==> src/rtl/uart_pkg.sv <==
// uart_pkg: shared types and constants for the FIFO-fed UART transmitter.
// The PARITY state exists in the enum in every build. The transmitter only
// enters it when UART_TX_PARITY_EN is defined.
package uart_pkg;

  // Byte width. It must match the width of the upstream FIFO.
  localparam int DATA_W = 8;

  // Default baud divisor: 50 MHz / 115200.
  localparam int CLKS_PER_BIT_DEFAULT = 434;

  // Width of the baud counter. A divisor of 2 still needs one bit.
  function automatic int baud_cnt_w(input int clks);
    return (clks <= 2) ? 1 : $clog2(clks);
  endfunction

  localparam int BAUD_CNT_W = baud_cnt_w(CLKS_PER_BIT_DEFAULT);

  typedef enum logic [2:0] {
    IDLE,
    FETCH,
    START,
    DATA,
    STOP,
    PARITY
  } state_t;

endpackage

==> src/rtl/uart_baud_tick.sv <==
// uart_baud_tick: free-running 0..CLKS_PER_BIT-1 counter with synchronous clear.
// bit_end pulses for one cycle on the last clock of every bit period.
module uart_baud_tick #(
  parameter int CLKS_PER_BIT = 434,
  parameter int CNT_W        = 9
) (
  input  logic sys_clk,
  input  logic sys_rst,
  input  logic clear,
  output logic bit_end
);

  localparam logic [CNT_W-1:0] LAST_CNT = CNT_W'(CLKS_PER_BIT - 1);

  logic [CNT_W-1:0] count;

  // Advance the bit-period counter, wrapping explicitly at the last count.
  always_ff @(posedge sys_clk) begin
    // NOTE: sequential state uses non-blocking assignments only, so every
    // flop samples values from before this edge.
    if (sys_rst || clear) begin
      count <= '0;
    end else if (count == LAST_CNT) begin
      count <= '0;
    end else begin
      count <= count + CNT_W'(1);
    end
  end

  assign bit_end = (count == LAST_CNT) && !clear && !sys_rst;

endmodule

==> src/rtl/fifo_uart_tx.sv <==
// fifo_uart_tx: sole reader of an 8-bit synchronous FIFO. It pops one byte per
// frame and shifts it out LSB first as UART 8N1 on a registered tx line.
// Optional feature: define UART_TX_PARITY_EN to send an even-parity bit
// between the last data bit and the stop bit (8E1).
module fifo_uart_tx #(
  parameter int CLKS_PER_BIT = 434,
  parameter int DATA_W       = 8
) (
  input  logic              sys_clk,
  input  logic              sys_rst,
  input  logic              tx_enable,
  input  logic              fifo_empty,
  input  logic [DATA_W-1:0] fifo_rd_data,
  output logic              fifo_rd_en,
  output logic              tx,
  output logic              busy,
  output logic              tx_done
);

  import uart_pkg::*;

  localparam int CNT_W = baud_cnt_w(CLKS_PER_BIT);
  localparam int IDX_W = (DATA_W <= 2) ? 1 : $clog2(DATA_W);
  localparam logic [IDX_W-1:0] LAST_IDX = IDX_W'(DATA_W - 1);

  state_t            state, state_d;
  logic [DATA_W-1:0] shift, shift_d;
  logic [IDX_W-1:0]  idx, idx_d;
  logic              tx_d;
  logic              pop;
  logic              done;
  logic              bit_end;
  logic              baud_clear;

`ifdef UART_TX_PARITY_EN
  logic              parity;
`endif

  // The baud counter sits at zero until the frame's start bit begins.
  assign baud_clear = (state == IDLE) || (state == FETCH);

  uart_baud_tick #(
    .CLKS_PER_BIT (CLKS_PER_BIT),
    .CNT_W        (CNT_W)
  ) u_baud (
    .sys_clk (sys_clk),
    .sys_rst (sys_rst),
    .clear   (baud_clear),
    .bit_end (bit_end)
  );

  // Next-state logic. tx_d is taken from the next state, so the registered tx
  // changes on the same edge as the state change.
  always_comb begin
    // NOTE: every output of this block gets a default first. No path leaves
    // a signal unassigned, so no latch is inferred.
    state_d = state;
    shift_d = shift;
    idx_d   = idx;
    pop     = 1'b0;
    done    = 1'b0;
    tx_d    = 1'b1;

    case (state)
      IDLE: begin
        if (tx_enable && !fifo_empty) begin
          pop     = 1'b1;
          state_d = FETCH;
        end
      end
      FETCH: begin
        // The registered FIFO data is valid in the cycle after the pop.
        shift_d = fifo_rd_data;
        state_d = START;
      end
      START: begin
        if (bit_end) begin
          idx_d   = '0;
          state_d = DATA;
        end
      end
      DATA: begin
        if (bit_end) begin
          if (idx == LAST_IDX) begin
`ifdef UART_TX_PARITY_EN
            state_d = PARITY;
`else
            state_d = STOP;
`endif
          end else begin
            idx_d   = idx + IDX_W'(1);
            shift_d = shift >> 1;
          end
        end
      end
`ifdef UART_TX_PARITY_EN
      PARITY: begin
        if (bit_end) begin
          state_d = STOP;
        end
      end
`endif
      STOP: begin
        if (bit_end) begin
          done    = 1'b1;
          state_d = IDLE;
        end
      end
      default: state_d = IDLE;
    endcase

    case (state_d)
      START:   tx_d = 1'b0;
      DATA:    tx_d = shift_d[0];
`ifdef UART_TX_PARITY_EN
      PARITY:  tx_d = parity;
`endif
      default: tx_d = 1'b1;
    endcase
  end

  // State, datapath and line registers. A synchronous reset abandons any
  // frame in flight and discards the byte that was popped for it.
  always_ff @(posedge sys_clk) begin
    if (sys_rst) begin
      state <= IDLE;
      shift <= '0;
      idx   <= '0;
      tx    <= 1'b1;
    end else begin
      state <= state_d;
      shift <= shift_d;
      idx   <= idx_d;
      tx    <= tx_d;
    end
  end

`ifdef UART_TX_PARITY_EN
  // Capture even parity of the whole byte before shifting destroys it.
  always_ff @(posedge sys_clk) begin
    if (sys_rst) begin
      parity <= 1'b0;
    end else if (state == FETCH) begin
      parity <= ^fifo_rd_data;
    end
  end
`endif

  // The pop and done strobes are masked during reset. This means the FIFO
  // loses no byte and no tx_done pulse is seen while reset is held.
  assign fifo_rd_en = pop && !sys_rst;
  assign tx_done    = done && !sys_rst;
  assign busy       = (state != IDLE);

endmodule

==> config.mk <==
export PLATFORM = sky130hd
export DESIGN_NAME = fifo_uart_tx
export DESIGN_NICKNAME = d
export VERILOG_FILES = /design/src/rtl/uart_pkg.sv /design/src/rtl/uart_baud_tick.sv /design/src/rtl/fifo_uart_tx.sv
export SDC_FILE = /design/constraint.sdc
export NUM_CORES = 1
export LEC_CHECK = 0
export BUFFER_PORTS_ARGS = -buffer_cell sky130_fd_sc_hd__buf_4
export CORE_MARGIN = 1
export CORE_UTILIZATION = 60
export CTS_BUF_LIST = sky130_fd_sc_hd__clkbuf_2 sky130_fd_sc_hd__clkbuf_4 sky130_fd_sc_hd__clkbuf_8
export DETAILED_ROUTE_END_ITERATION = 16
export PLACE_DENSITY = 0.88
export SKIP_LAST_GASP = 1
export SLEW_MARGIN = 10
export SYNTH_ARGS = -nofsm -noshare
export SYNTH_HDL_FRONTEND = slang
export SYNTH_SLANG_ARGS = --single-unit
==> constraint.sdc <==
create_clock -name sys_clk -period 2.94 [get_ports sys_clk]
set_clock_uncertainty 0.1 [all_clocks]
set_input_delay 0.441 -clock sys_clk [delete_from_list [all_inputs] [get_ports sys_clk]]
set_output_delay 0.441 -clock sys_clk [all_outputs]
set_load 0.1 [all_outputs]
[Yosys cells after proc, flatten, opt, wreduce, memory -nomap -nowiden]
Index checks and enable logic that the tools add are counted.
Storage, ports and cells
  bits in registers: 24
  input bits: 12
  output and inout port bits: 4
  word-level logic and storage cells: 54
Operators by class
  $add $sub $neg: 2
  eq/ne operators: 11
  multiplexer cells: 18
  reductions and logical operators: 17
Operators by type and width (count)
  $mux W3: 8
  $mux W8: 2
  $pmux W8 S2: 1
  $pmux W3 S5: 1
  $eq A3 B2 Y1 const B: 4
  $add A9 B1 Y9 const B: 1
  $eq A9 B9 Y1 const B: 1
  $eq A3 B3 Y1 const B: 2
  $ne A2 B2 Y1 const B: 3
  $pmux W3 S2: 1
  $logic_and A1 B1 Y1: 5
  $mux W1: 4
  $reduce_and A4 Y1: 1
  $reduce_bool A2 Y1: 2
  $add A3 B1 Y3 const B: 1
  $eq A3 B1 Y1 const B: 1
  $logic_not A1 Y1: 3
  $logic_not A3 Y1: 1
  $reduce_and A3 Y1: 1
  $reduce_bool A3 Y1: 1
  $logic_or A1 B1 Y1: 2
  $pmux W1 S2: 1
  $reduce_or A2 Y1: 1

[Logic depth before layout (Yosys ltp)]
  word-level depth: 9
  gate-level depth with buffers: 8
  gate-level depth less buffers: 7

[Modules after synthesis]
A second synthesis with hierarchy kept.
Second synthesis, totals
  cells, all modules: 137
  area, all modules: 1193.6 um2
Modules (own cells, without submodules)
  fifo_uart_tx: instances 1, cells each 90, area each 772.0 um2, sequential area each 300.3 um2
  uart_baud_tick: instances 1, cells each 47, area each 421.7 um2, sequential area each 180.2 um2

[Worst setup path before layout]
Ideal clock, no wire load.
  path type: register to output
  start point: register u_baud.count[0]
  end point: output port tx_done
  arrival time: 3272 ps
  required time: 2399 ps
  path slack: -873 ps
  stages on the path, launching flop included: 6
  buffers on the path: 1
  cells stage by stage: dfxtp_1 ha_1 inv_1 or4_1 buf_2 nor3_1
Between the ends
  word-level cells in the longest chain between the ends: 6
Ends and longest elaborated chain
  start: declaration: line uart_baud_tick.sv:15  | logic [CNT_W-1:0] count;
  start signal: assignment: line uart_baud_tick.sv:26  | count <= count + CNT_W'(1);
  $eq A9 B9 Y1: line uart_baud_tick.sv:30  | assign bit_end = (count == LAST_CNT) && !clear && !sys_rst;
  $logic_and A1 B1 Y1 (2 in a row): line uart_baud_tick.sv:30
  $mux W1: line fifo_uart_tx.sv:104  | if (bit_end) begin
  $mux W1: line fifo_uart_tx.sv:64  | case (state)
  $logic_and A1 B1 Y1: line fifo_uart_tx.sv:152  | assign tx_done = done && !sys_rst;
  end: declaration: line fifo_uart_tx.sv:17  | output logic tx_done
No other way between the ends.

[Final worst setup path]
Same ends and word-level chain as after synthesis.

==> impl_metrics.xml <==
<?xml version="1.0" encoding="UTF-8"?>
<metrics>
  <group name="sta">
    <metric name="hold_violations" unit="">0</metric>
    <metric name="final_min_period_over_clock_period" unit="%">91.0</metric>
    <metric name="setup_viol_count_final" unit="">0</metric>
    <metric name="max_clock_freq" unit="MHz">374</metric>
    <metric name="worst_slew_margin_rel" unit="%">67.8</metric>
    <metric name="slew_violations" unit="">0</metric>
    <metric name="finalWorstPathRequiredPeriod" unit="ps">2680</metric>
    <metric name="grt_setup_unrepaired" unit="">false</metric>
    <metric name="tightestPinTransition" unit="ps">480</metric>
    <metric name="fin_tns_setup" unit="ps">0</metric>
  </group>
  <group name="synthesis">
    <metric name="dominantRegCellSynth" unit="">dfxtp_1</metric>
    <metric name="count_of_unique_library_cells_instantiated_by_yosys" unit="">29</metric>
    <metric name="synth_edf_count" unit="">0</metric>
    <metric name="synth.area.mux_share" unit="%">0</metric>
    <metric name="post-synth-top-area-cell" unit="">dfxtp_1</metric>
    <metric name="synthesis.nets" unit="">141</metric>
    <metric name="yosysMostFrequentCell" unit="">nor2_1</metric>
    <metric name="yosysTopAreaCellShare" unit="%">44.5</metric>
    <metric name="synth_compound_gate_area_share" unit="%">11.5</metric>
    <metric name="share_of_the_synthesized_netlist_area_taken_by_xor_and_xnor_gates" unit="%">5.68</metric>
    <metric name="synth-adder-area-share" unit="%">4.63</metric>
    <metric name="postSynth.asyncResetShare" unit="%">0</metric>
    <metric name="synth_simple_gate_area_share" unit="%">30.1</metric>
    <metric name="sequential_area_share_after_synthesis" unit="%">44.5</metric>
    <metric name="yosysWarningCount" unit="">0</metric>
    <metric name="synth_top_family_by_area" unit="">simple AND/OR/NAND/NOR gates</metric>
    <metric name="syn_inst" unit="">125</metric>
    <metric name="synth_seq_cells" unit="">24</metric>
    <metric name="ys_top_cells_by_count" unit="">nor2_1, dfxtp_1, nand2_1, nor3_1, a221oi_1</metric>
    <metric name="syn-cell-area" unit="mm^2">0.00108</metric>
    <metric name="syn_area_per_cell" unit="um^2">8.64</metric>
    <metric name="yosys-top-cells-area" unit="">dfxtp_1, nor2_1, a221oi_1</metric>
  </group>
  <group name="place">
    <metric name="numPortBuffers" unit="">15</metric>
    <metric name="placed_area" unit="mm^2">0.00122</metric>
    <metric name="place.detailed.instances" unit="">160</metric>
    <metric name="place_hpwl" unit="um">1560</metric>
    <metric name="routability_congestion" unit="">0.799</metric>
  </group>
  <group name="floorplanning">
    <metric name="std_cell_rows" unit="">14</metric>
    <metric name="floorplan.die.height" unit="um">44.4</metric>
    <metric name="initial_core_utilization" unit="%">67.7</metric>
    <metric name="ioPinCount" unit="">16</metric>
    <metric name="placeable_core_area" unit="mm^2">0.00159</metric>
    <metric name="design.die.area" unit="mm^2">0.00197</metric>
    <metric name="die-width" unit="um">44.4</metric>
  </group>
  <group name="drt">
    <metric name="post_drt_wl_per_cell" unit="um">12.8</metric>
    <metric name="drt_first_pass_iters" unit="">4</metric>
    <metric name="drt.antenna.violating_nets" unit="">0</metric>
    <metric name="route.vias.total" unit="">936</metric>
    <metric name="via_per_inst" unit="">5.71</metric>
    <metric name="route.detailed.drc" unit="">0</metric>
    <metric name="drt_first_iter_violations" unit="">12</metric>
    <metric name="finalWirelength" unit="um">2090</metric>
  </group>
  <group name="global_routing">
    <metric name="grt_first_pass_wirelength" unit="um">3500</metric>
    <metric name="grt_use_met1" unit="%">30.3</metric>
    <metric name="grt.met3_usage" unit="%">4.90</metric>
    <metric name="maximum_number_of_pins_on_one_net_before_global_route_repair" unit="">21</metric>
    <metric name="grt.busiest_layer" unit="">met2</metric>
    <metric name="grt.met2_usage" unit="%">40.0</metric>
    <metric name="first_global_vias" unit="">851</metric>
    <metric name="grt_usage" unit="%">24.5</metric>
    <metric name="grt_antenna_before_repair" unit="">0</metric>
    <metric name="global_route.overflow_total" unit="">0</metric>
  </group>
  <group name="worst_setup_path">
    <metric name="worstRegToRegCells" unit="">6</metric>
    <metric name="critPathMaxFanout" unit="">8</metric>
    <metric name="worstSetupStartpointType" unit="">flip-flop</metric>
    <metric name="critical_path_arrival" unit="ps">2130</metric>
    <metric name="timing.setup.critical_path_class" unit="">flip-flop to output pin</metric>
    <metric name="type_of_element_capturing_the_critical_path" unit="">output pin</metric>
    <metric name="required" unit="ps">2400</metric>
  </group>
  <group name="layout">
    <metric name="syn2layout_area_growth" unit="%">16.2</metric>
    <metric name="fill_cells" unit="">119</metric>
    <metric name="antenna_cells_inserted" unit="">0</metric>
    <metric name="post_route_cells_drive_above_1_share" unit="%">17.1</metric>
    <metric name="ff_latch_area" unit="um^2">480</metric>
    <metric name="stdcell_area" unit="mm^2">0.00125</metric>
    <metric name="multiInputGateArea" unit="um^2">573</metric>
    <metric name="final_cells" unit="">164</metric>
    <metric name="final_net_count" unit="">157</metric>
  </group>
  <group name="clock_tree">
    <metric name="cts_resized" unit="">0</metric>
    <metric name="clkSinkCount" unit="">24</metric>
    <metric name="ctsRootBufferMaster" unit="">clkbuf_4</metric>
    <metric name="clk_latency" unit="ps">320</metric>
    <metric name="clk_pin_slew_worst_paths" unit="ps">130</metric>
    <metric name="cts-buffers-inserted" unit="">3</metric>
    <metric name="clock_tree_from_tritoncts" unit="">yes</metric>
    <metric name="h-tree-depth" unit="">1</metric>
    <metric name="postCtsSetupRepairBufs" unit="">0</metric>
    <metric name="cts_hold_repair.buffers" unit="">0</metric>
    <metric name="max-clock-path-buffers" unit="">2</metric>
  </group>
  <group name="power_and_ir_drop">
    <metric name="total_switching_power" unit="mW">0.148</metric>
    <metric name="power-per-cell-area" unit="mW/mm^2">463</metric>
    <metric name="sequentialPowerShare" unit="%">58.4</metric>
    <metric name="power.combinational.fraction" unit="%">11.8</metric>
    <metric name="power.share.clock" unit="%">29.8</metric>
    <metric name="peakVddDrop" unit="V">0.000445</metric>
    <metric name="fin_total_pwr" unit="mW">0.581</metric>
    <metric name="power_leakage" unit="nW">0.460</metric>
    <metric name="switching_share" unit="%">25.4</metric>
    <metric name="p_int" unit="mW">0.433</metric>
  </group>
  <group name="worst_hold_path">
    <metric name="hold-path-cell-count" unit="">3</metric>
    <metric name="holdCritPathClass" unit="">primary input to flip-flop</metric>
  </group>
  <group name="job">
    <metric name="maxCapViolations" unit="">0</metric>
  </group>
  <group name="outcome">
    <metric name="outcome" unit="">completed</metric>
  </group>
</metrics>
-- per-layer routing --
metal	wire [um]	share of wire, %
met5	0	0
met1	927	44
met3	70	3.3
met2	1050	50
met4	42	2.0
-- cell type report --
| class | count | area share [%] |
|---|---|---|
| clock buffer | 4 | 2.89 |
| sequential | 24 | 38.3 |
| timing repair buffer | 15 | 8.97 |
| inverter | 6 | 1.79 |
| multi-input combinational | 91 | 45.7 |
| tap | 24 | 2.39 |
-- worst paths after layout --
kind	endpoint	slack [ps]	startpoint
setup / recovery	tx_done	260	u_baud.count[0]
hold / removal	shift[7]	310	fifo_rd_data[7]
setup reg to reg	tx	730	u_baud.count[0]
hold reg to reg	idx[1]	370	idx[1]
-- cell families after synthesis --
kind of cell | Yosys count
fa+ha+maj | 4
xor+xnor | 7
simple gates | 64
flops | 24
compound gates | 16
buf+inv | 10
-- registers in the layout, indices dropped and copies added (netlist names) --
name / count
state: 3
shift: 8
u_baud.count: 9
tx: 1
idx: 3
-- power groups by stage --
stage | Clock [mW] | Sequential [mW] | Combinational (mW)
2_1_floorplan | 0 | 0.351 | 0.0422
3_3_place_gp | 0 | 0.346 | 0.0672
3_5_place_dp | 0 | 0.347 | 0.0683
4_1_cts | 0.179 | 0.340 | 0.0685
5_1_grt | 0.187 | 0.341 | 0.0741
6_report | 0.173 | 0.340 | 0.0686
-- through the flow --
step / utilization, % / hold slack [ps] / setup slack (ps)
finish: 78.7 / 305 / 264
detailed placement: 76.5 / 348 / 633
global route: 78.7 / 319 / 135
CTS: 78.7 / 296 / 258
floorplan: - / 330 / -8.30
global placement: 76.5 / 343 / 663
-- critical path, cell delays in order, from the launching register on --
cell	delay (ps)
dfxtp_1	390
ha_1	180
inv_1	40
or4_1	690
nor3_2	210
buf_4	310
-- cells in the final DEF, fill, tap and decap left out --
cell type	count
a21oi_1	4
a221oi_1	6
a221oi_2	1
a32oi_1	1
and3_1	2
buf_4	15
clkbuf_4	3
clkbuf_8	1
clkinv_1	1
dfxtp_1	24
ha_1	4
inv_1	5
nand2_1	10
nand3_1	4
nand4b_1	2
nand4bb_1	1
nor2_1	24
nor2_4	1
nor3_1	7
nor3_2	1
nor3_4	1
nor4_1	2
nor4b_1	1
o211a_1	1
o21a_1	1
o21ai_1	2
or3_1	5
or3b_2	1
or4_1	2
xnor2_1	4
xor2_1	3
No activity file was read; power rests on OpenSTA's default activity.
